--- src/rtl/uart_pkg.sv ---
// Shared UART definitions: transmitter FSM states, parity modes and the default
// baud divider used by the baud generator.
package uart_pkg;

    typedef enum logic [2:0] {
        ST_IDLE   = 3'd0,
        ST_START  = 3'd1,
        ST_DATA   = 3'd2,
        ST_PARITY = 3'd3,
        ST_STOP   = 3'd4
    } tx_state_e;

    localparam int PARITY_NONE = 0;
    localparam int PARITY_ODD  = 1;
    localparam int PARITY_EVEN = 2;

    // 50 MHz / 115200 baud, rounded to the nearest integer
    localparam int BAUD_DIV_DEFAULT = 434;

    // Unused upper data bits must be zero so they do not disturb the XOR
    function automatic logic calc_parity(input logic [7:0] data, input int mode);
        return (mode == PARITY_ODD) ? ~(^data) : ^data;
    endfunction

endpackage

--- src/rtl/uart_tx_if.sv ---
// Valid/ready byte handshake between a byte producer and the UART transmitter.
interface uart_tx_if #(
    parameter int DATA_BITS = 8
);
    logic [DATA_BITS-1:0] tx_data;
    logic                 tx_valid;
    logic                 tx_ready;

    modport master (output tx_data, output tx_valid, input tx_ready);
    modport slave  (input tx_data, input tx_valid, output tx_ready);
endinterface

--- src/rtl/baud_tick_det.sv ---
// Turns the baud generator's square wave into a one-cycle tick per bit period.
module baud_tick_det (
    input  logic clk,
    input  logic srst,
    input  logic baud_clk,
    output logic tick
);
    logic baud_d_reg;

    // Resetting high means a baud_clk already high at release is not an edge
    always_ff @(posedge clk) begin
        if (srst) begin
            baud_d_reg <= 1'b1;
        end else begin
            baud_d_reg <= baud_clk;
        end
    end

    assign tick = baud_clk & ~baud_d_reg;
endmodule

--- src/rtl/uart_tx.sv ---
// UART transmitter: one-entry holding register feeding a start/data/parity/stop
// serialiser that advances once per baud tick, with back-to-back frames.
module uart_tx
    import uart_pkg::*;
#(
    parameter int DATA_BITS = 8,
    parameter int PARITY    = 0,
    parameter int STOP_BITS = 1
) (
    input  logic      sys_clk,
    input  logic      rst,
    input  logic      baud_clk,
    uart_tx_if.slave  tx,
    output logic      txd,
    output logic      tx_busy
);
    localparam logic [2:0] LAST_BIT  = 3'(DATA_BITS - 1);
    localparam logic [0:0] LAST_STOP = 1'(STOP_BITS - 1);

    logic                 tick;
    tx_state_e            state_reg, state_next;
    logic [DATA_BITS-1:0] hold_reg, hold_next;
    logic                 hold_valid_reg, hold_valid_next;
    logic [DATA_BITS-1:0] shift_reg, shift_next;
    logic                 par_reg, par_next;
    logic [2:0]           bit_idx_reg, bit_idx_next;
    logic [0:0]           stop_cnt_reg, stop_cnt_next;
    logic                 txd_reg, txd_next;
    logic                 load;
    logic                 accept;
    logic [7:0]           hold_ext;

    baud_tick_det u_tick (
        .clk      (sys_clk),
        .srst     (rst),
        .baud_clk (baud_clk),
        .tick     (tick)
    );

    for (genvar gi = 0; gi < 8; gi++) begin : g_ext
        if (gi < DATA_BITS) begin : g_bit
            assign hold_ext[gi] = hold_reg[gi];
        end else begin : g_pad
            assign hold_ext[gi] = 1'b0;
        end
    end

    assign accept = tx.tx_valid & ~hold_valid_reg;

    always_comb begin
        state_next    = state_reg;
        shift_next    = shift_reg;
        par_next      = par_reg;
        bit_idx_next  = bit_idx_reg;
        stop_cnt_next = stop_cnt_reg;
        txd_next      = txd_reg;
        load          = 1'b0;

        if (tick) begin
            case (state_reg)
                ST_IDLE: begin
                    if (hold_valid_reg) begin
                        load       = 1'b1;
                        txd_next   = 1'b0;
                        state_next = ST_START;
                    end else begin
                        txd_next = 1'b1;
                    end
                end
                ST_START: begin
                    txd_next     = shift_reg[0];
                    shift_next   = shift_reg >> 1;
                    bit_idx_next = 3'd0;
                    state_next   = ST_DATA;
                end
                ST_DATA: begin
                    if (bit_idx_reg == LAST_BIT) begin
                        if (PARITY != PARITY_NONE) begin
                            txd_next   = par_reg;
                            state_next = ST_PARITY;
                        end else begin
                            txd_next      = 1'b1;
                            stop_cnt_next = 1'b0;
                            state_next    = ST_STOP;
                        end
                    end else begin
                        txd_next     = shift_reg[0];
                        shift_next   = shift_reg >> 1;
                        bit_idx_next = bit_idx_reg + 3'd1;
                    end
                end
                ST_PARITY: begin
                    txd_next      = 1'b1;
                    stop_cnt_next = 1'b0;
                    state_next    = ST_STOP;
                end
                ST_STOP: begin
                    if (stop_cnt_reg == LAST_STOP) begin
                        // A held byte starts right after the last stop bit, no idle gap
                        if (hold_valid_reg) begin
                            load       = 1'b1;
                            txd_next   = 1'b0;
                            state_next = ST_START;
                        end else begin
                            state_next = ST_IDLE;
                        end
                    end else begin
                        stop_cnt_next = stop_cnt_reg + 1'b1;
                    end
                end
                default: begin
                    txd_next   = 1'b1;
                    state_next = ST_IDLE;
                end
            endcase
        end

        if (load) begin
            shift_next = hold_reg;
            par_next   = calc_parity(hold_ext, PARITY);
        end
    end

    always_comb begin
        hold_valid_next = hold_valid_reg;
        hold_next       = hold_reg;
        if (load) begin
            hold_valid_next = 1'b0;
        end else if (accept) begin
            hold_valid_next = 1'b1;
            hold_next       = tx.tx_data;
        end
    end

    always_ff @(posedge sys_clk) begin
        if (rst) begin
            state_reg      <= ST_IDLE;
            hold_reg       <= '0;
            hold_valid_reg <= 1'b0;
            shift_reg      <= '0;
            par_reg        <= 1'b0;
            bit_idx_reg    <= 3'd0;
            stop_cnt_reg   <= 1'b0;
            txd_reg        <= 1'b1;
        end else begin
            state_reg      <= state_next;
            hold_reg       <= hold_next;
            hold_valid_reg <= hold_valid_next;
            shift_reg      <= shift_next;
            par_reg        <= par_next;
            bit_idx_reg    <= bit_idx_next;
            stop_cnt_reg   <= stop_cnt_next;
            txd_reg        <= txd_next;
        end
    end

    assign tx.tx_ready = ~hold_valid_reg;
    assign txd         = txd_reg;
    assign tx_busy     = (state_reg != ST_IDLE) | hold_valid_reg;

endmodule

--- src/flat_wrapper.sv ---
// flat-port wrapper written by rule: the top's interface ports become plain ports
module uart_tx_flat import uart_pkg::*;
#(
    parameter int DATA_BITS = 8,
    parameter int PARITY    = 0,
    parameter int STOP_BITS = 1
)
  (sys_clk, rst, baud_clk, txd, tx_busy, tx_tx_data, tx_tx_valid, tx_tx_ready);
  uart_tx_if #(.DATA_BITS(DATA_BITS)) tx_i ();
  input  logic sys_clk;
  input  logic rst;
  input  logic baud_clk;
  output logic txd;
  output logic tx_busy;
  input wire logic [$bits(tx_i.tx_data)-1:0] tx_tx_data;
  input wire logic [$bits(tx_i.tx_valid)-1:0] tx_tx_valid;
  output wire logic [$bits(tx_i.tx_ready)-1:0] tx_tx_ready;
  assign tx_i.tx_data = tx_tx_data;
  assign tx_i.tx_valid = tx_tx_valid;
  assign tx_tx_ready = tx_i.tx_ready;
  uart_tx #(.DATA_BITS(DATA_BITS), .PARITY(PARITY), .STOP_BITS(STOP_BITS)) u_core (.sys_clk(sys_clk), .rst(rst), .baud_clk(baud_clk), .tx(tx_i), .txd(txd), .tx_busy(tx_busy));
endmodule
--- config.mk ---
export PLATFORM = sky130hd
export DESIGN_NAME = uart_tx_flat
export DESIGN_NICKNAME = d
export VERILOG_FILES = /design/src/rtl/uart_pkg.sv /design/src/rtl/uart_tx_if.sv /design/src/rtl/baud_tick_det.sv /design/src/rtl/uart_tx.sv /design/src/flat_wrapper.sv
export SDC_FILE = /design/constraint.sdc
export NUM_CORES = 1
export LEC_CHECK = 0
export ABC_AREA = 1
export BUFFER_PORTS_ARGS = -buffer_cell sky130_fd_sc_hd__buf_2
export CORE_MARGIN = 5
export CORE_UTILIZATION = 50
export CTS_CLUSTER_DIAMETER = 150
export CTS_CLUSTER_SIZE = 30
export DETAILED_ROUTE_END_ITERATION = 12
export GPL_ROUTABILITY_DRIVEN = 0
export PLACE_DENSITY = 0.75
export SKIP_LAST_GASP = 1
export SYNTH_ARGS = -nofsm -noshare
export SYNTH_HDL_FRONTEND = slang
export SYNTH_SLANG_ARGS = --single-unit
export TNS_END_PERCENT = 20
--- constraint.sdc ---
create_clock -name sys_clk -period 1.6 [get_ports sys_clk]
set_input_delay 0.24 -clock sys_clk [delete_from_list [all_inputs] [get_ports sys_clk]]
set_output_delay 0.24 -clock sys_clk [all_outputs]
set_load 0.005 [all_outputs]
======== Yosys cells after proc, flatten, opt, wreduce, memory -nomap -nowiden ========
Index checks and enable logic that the tools add are counted.
storage, ports and cells
  memories ................................ 0
  word-level logic and storage cells ...... 63
  register bits ........................... 26
  RAM bits ................................ 0
  output and inout port bits .............. 3
  memory bits (read-only) ................. 0
  bits in latches ......................... 0
cells by class
  shift-type cells ........................ 0
  divide/modulo/power cells ............... 0
  reductions and logical operators ........ 13
  multiplexer cells ....................... 23
  add/subtract/negate cells ............... 2
  multiply operators ...................... 0
  equality and inequality tests ........... 11
  order comparisons ....................... 0
  bitwise gates (word level) .............. 6
operators with widths
  cell                                                                     number
  8-bit 2-to-1 mux                                                         3
  8-bit case mux with 2 select lines                                       1
  3-bit case mux with 5 select lines                                       1
  3-bit 2-to-1 mux                                                         4
  3-bit AND reduction                                                      4
  1-bit 2-to-1 mux                                                         10
  3-bit nonzero test                                                       3
  3-bit by 2-bit == test with 1-bit output, second input constant          2
  3-bit == test, second input constant                                     2
  2-bit by 1-bit inequality test with 1-bit output, second input constant  3
  3-bit case mux with 2 select lines                                       1
  2-bit inequality test, second input constant                             2
  1-bit case mux with 4 select lines                                       1
  4-bit AND reduction                                                      1
  2-bit nonzero test                                                       2
  3-bit by 1-bit adder with 3-bit output, second input constant            1
  3-bit by 1-bit == test with 1-bit output, second input constant          1
  3-bit logical NOT                                                        1
  3-bit by 2-bit inequality test with 1-bit output, second input constant  1
  1-bit NOT                                                                3
  1-bit case mux with 3 select lines                                       1
  1-bit bitwise AND                                                        2
  1-bit case mux with 2 select lines                                       1
  2-bit AND reduction                                                      1
  other kinds (3)                                                          3

======== Logic depth before layout (Yosys ltp) ========
  word-level depth ........................ 6
  depth in mapped cells ................... 10
  depth with buffers taken out ............ 9

======== By module ========
A second synthesis with hierarchy kept.
second synthesis, totals
  cell total of the unflattened synthesis .. 175
  area, all modules ....................... 1221.2 um^2
modules (own cells, without submodules)
  module         cells an instance  area each (um^2)  sequential area each (um^2)  times used
  uart_tx        170                1183.6            480.5                        1
  baud_tick_det  5                  37.5              20.0                         1

======== Worst setup path before layout ========
No wires, ideal clock.
  path kind ............................... register to register
  start ................................... reg u_core.bit_idx_reg[0]
  end ..................................... reg u_core.shift_reg[3]
  required time ........................... 1488 ps
  setup time .............................. 112 ps
  path slack .............................. 205 ps
  period minus slack after synthesis ...... 1395 ps
  arrival time ............................ 1283 ps
  stages on the path, launching flop included .. 10
  cells stage by stage .................... dfxtp_1 ha_1 ha_1 nand3_2 nand2_2 nor2_4 buf_12 nand2_4 nand2_2 nor2_2
on the way
  cells in the longest elaborated chain, start to end .. 3
RTL lines
  what                                                        line            source
  start: declaration                                          uart_tx.sv:26   logic [2:0] bit_idx_reg, bit_idx_next;
  start signal: assignment                                    uart_tx.sv:151  bit_idx_reg <= bit_idx_next;
  3-bit == test                                               uart_tx.sv:77   if (bit_idx_reg == LAST_BIT) begin
  3-bit by 2-bit inequality test with 1-bit output (no line)  -
  3-bit AND reduction (no line)                               -
  end signal: assignment                                      uart_tx.sv:149  shift_reg <= shift_next;
  end: declaration                                            uart_tx.sv:24   logic [DATA_BITS-1:0] shift_reg, shift_next;
Every way passes these cells.
A chain may end at the register's enable or synchronous reset.

======== Worst setup path after layout ========
  start ................................... reg u_core.bit_idx_reg[0]
  end ..................................... reg u_core.shift_reg[2]
Same word-level chain as after synthesis.

==> out/metrics.cfg <==
[floorplanning]
die-area_um2 = 3850
die_h_um = 62.0
die_width_um = 62.0
rows = 18
io_pins = 15
core_area_um2 = 2520
initial_core_util_pct = 53.6

[timing]
final-max-slew-violation-count = 0
hold_ws_ns = 0.103
tns_ns = 0
period_needed_ns = 1.52
rsz0062_at_grt = false
slew_headroom_pct = 80.4
post-route-period-util_pct = 95.3
finalHoldViolCount = 0
tightest_slew_ns = 0.294
skew_ns = 0.0164
max_freq_mhz = 656
setup_violations = 0

[drt]
avgRoutedWirePerCell_um = 10.5
vias = 1156
vias_per_cell = 5.05
drt_first_pass_iters = 4
drt-total-wl_um = 2410
ant_nets = 0
drt_iter0_markers = 21
drc_errors = 0

[worst_setup_path]
end_kind = flip-flop
regToRegEndpoint = u_core.shift_reg[2]
startpoint = u_core.bit_idx_reg[0]
cp_max_fo = 12
crit_path_end = u_core.shift_reg[2]
regToRegStartpoint = u_core.bit_idx_reg[0]
r2r_slack_ns = 0.08
critPathKind = flip-flop to flip-flop
startpoint_type = flip-flop
reg2reg_depth = 9
arrival_ns = 1.76
required_ns = 1.83

[min_path]
min_path_cells = 2
hold_path.class = input port to flip-flop

[synthesis]
synthMuxAreaShare_pct = 0
async_flop_share_pct = 0
synth_nets = 197
synth_top_family_by_area = simple AND/OR/NAND/NOR gates
yosys_warnings = 0
ys_types = 24
synth_cells = 183
synth-simple-area-share_pct = 41.4
mappedNetlistArea_um2 = 1350
syn_avg_cell_area_um2 = 7.39
synth_edf_count = 0
synth_compound_area_share_pct = 8.33
synthFlopType = dfxtp_1
yosysMostFrequentCell = nand2_1
synth-seq-cells = 25
synth_commonest_cells = nand2_1 (32), nor2_1 (29), dfxtp_1 (25)
synth_area_leader_cell = dfxtp_1
synth_area_leaders = dfxtp_1 (37%), nand2_1 (8.9%), nor2_1 (8.0%)
synth_xor_area_share_pct = 0
synthAdderAreaFrac_pct = 1.85
synth.top_cell.area_share_pct = 37.0
ys_seq_area_share_pct = 37.0

[power_and_ir_drop]
max-vdd-ir-drop_uv = 637
cellPowerDensity_nw_per_um2 = 775
p_leak_nw = 0.634

[cts]
cts_setup_buffers = 0
clk_pin_slew_worst_paths_ns = 0.14
ctsHoldBuffers = 0
cts_buffers = 3
clock-sinks = 25
htree_levels = 1
clockBufferDepth = 2
cts_resized = 0
tritoncts = done
clockRootBuffer = clkbuf_4
clk_latency_ns = 0.33

[placed_design]
io_buffers = 14
dp_hpwl_um = 1940
place_area_um2 = 1440

[global_routing]
grt_pass1_wl_um = 4370
grt_use_total_pct = 15.0
grt-ovfl-total = 0
first_global_vias = 1093
antenna_found_initial = 0
grt_max_degree = 14

[layout]
fill_cells = 242
area_delta_synth_final_pct = 8.33
antenna_cells = 0
fin_nets = 214
drive_above_1_share_pct = 29.6
fin_area_um2 = 1470

[flow_run]
max_cap_violations = 0

[run_status]
status = finished, final reports clean

## cells by family after synthesis
kind of cell,Yosys count
and+or+nand+nor,105
DFF,25
AOI/OAI and AO/OA,22
adders and majority gates,2
buffers and inverters,29
## area by class of cell
class / count / area [µm²] / share of cell area, %
clock buffers: 4 / 26.3 / 1.79
inverters: 22 / 82.6 / 5.64
flip-flops and latches: 25 / 500 / 34.2
multi-input cells: 129 / 698 / 47.7
well taps: 30 / 37.5 / 2.56
repair buffers: 19 / 120 / 8.20
## worst max-delay path: stages, from the launching register on
cell,delay (ns)
dfxtp_1,0.35
ha_1,0.21
ha_1,0.22
nand3_2,0.11
nand2_2,0.08
nor2_4,0.14
buf_12,0.16
nand2_1,0.07
nand2_1,0.05
nor2_1,0.03
## metrics by stage
step / std cells / utilization (%) / worst slack, ns / total power [W]
2_1_floorplan: 183 / - / 0.205 / 0.000818
3_5_place_dp: 225 / 57.0 / 0.102 / 0.000863
3_3_place_gp: 225 / 57.0 / 0.170 / 0.000856
6_report: 229 / 58.1 / 0.0756 / 0.00113
4_1_cts: 229 / 58.1 / 0.0804 / 0.00115
5_1_grt: 229 / 58.1 / 0.000586 / 0.00119
## per-layer routing
layer / track usage, % / wire length, µm
met5: 0 / 0
met4: 6.36 / 42
met1: 18.5 / 1120
met2: 25.9 / 1130
met3: 2.07 / 118
## power by group
part           total [W]  switching (W)  internal, W
sequential      0.000675      0.0000216     0.000654
clock           0.000287       0.000189    0.0000979
combinational   0.000173       0.000104    0.0000682
## how the worst min path moves through the flow
stage,startpoint,slack (ns),endpoint
after global placement,u_core.hold_ext[0],0.44,u_core.hold_ext[0]
after global routing,rst,0.11,u_core.state_reg[0]
after CTS,rst,0.1,u_core.state_reg[0]
final,rst,0.10,u_core.state_reg[0]
after detailed placement,u_core.hold_ext[0],0.44,u_core.hold_ext[0]
after floorplan,rst,0.31,u_core.shift_reg[7]
## placed cells by master (no fill, tap or decap)
master     n
nand2_1   32
nor2_1    29
dfxtp_1   25
buf_2     14
inv_1     13
nor2_2    11
o21ai_0   11
nand2_2    7
nand3_1    6
nand4_1    6
a21oi_1    6
inv_2      5
nor2_4     5
nand3_2    5
clkinv_1   4
nand2_4    4
o21ai_1    4
buf_4      4
clkbuf_4   3
ha_1       2
a211oi_1   1
clkbuf_1   1
buf_12     1
Note: power is estimated with default switching activity, not from simulation.
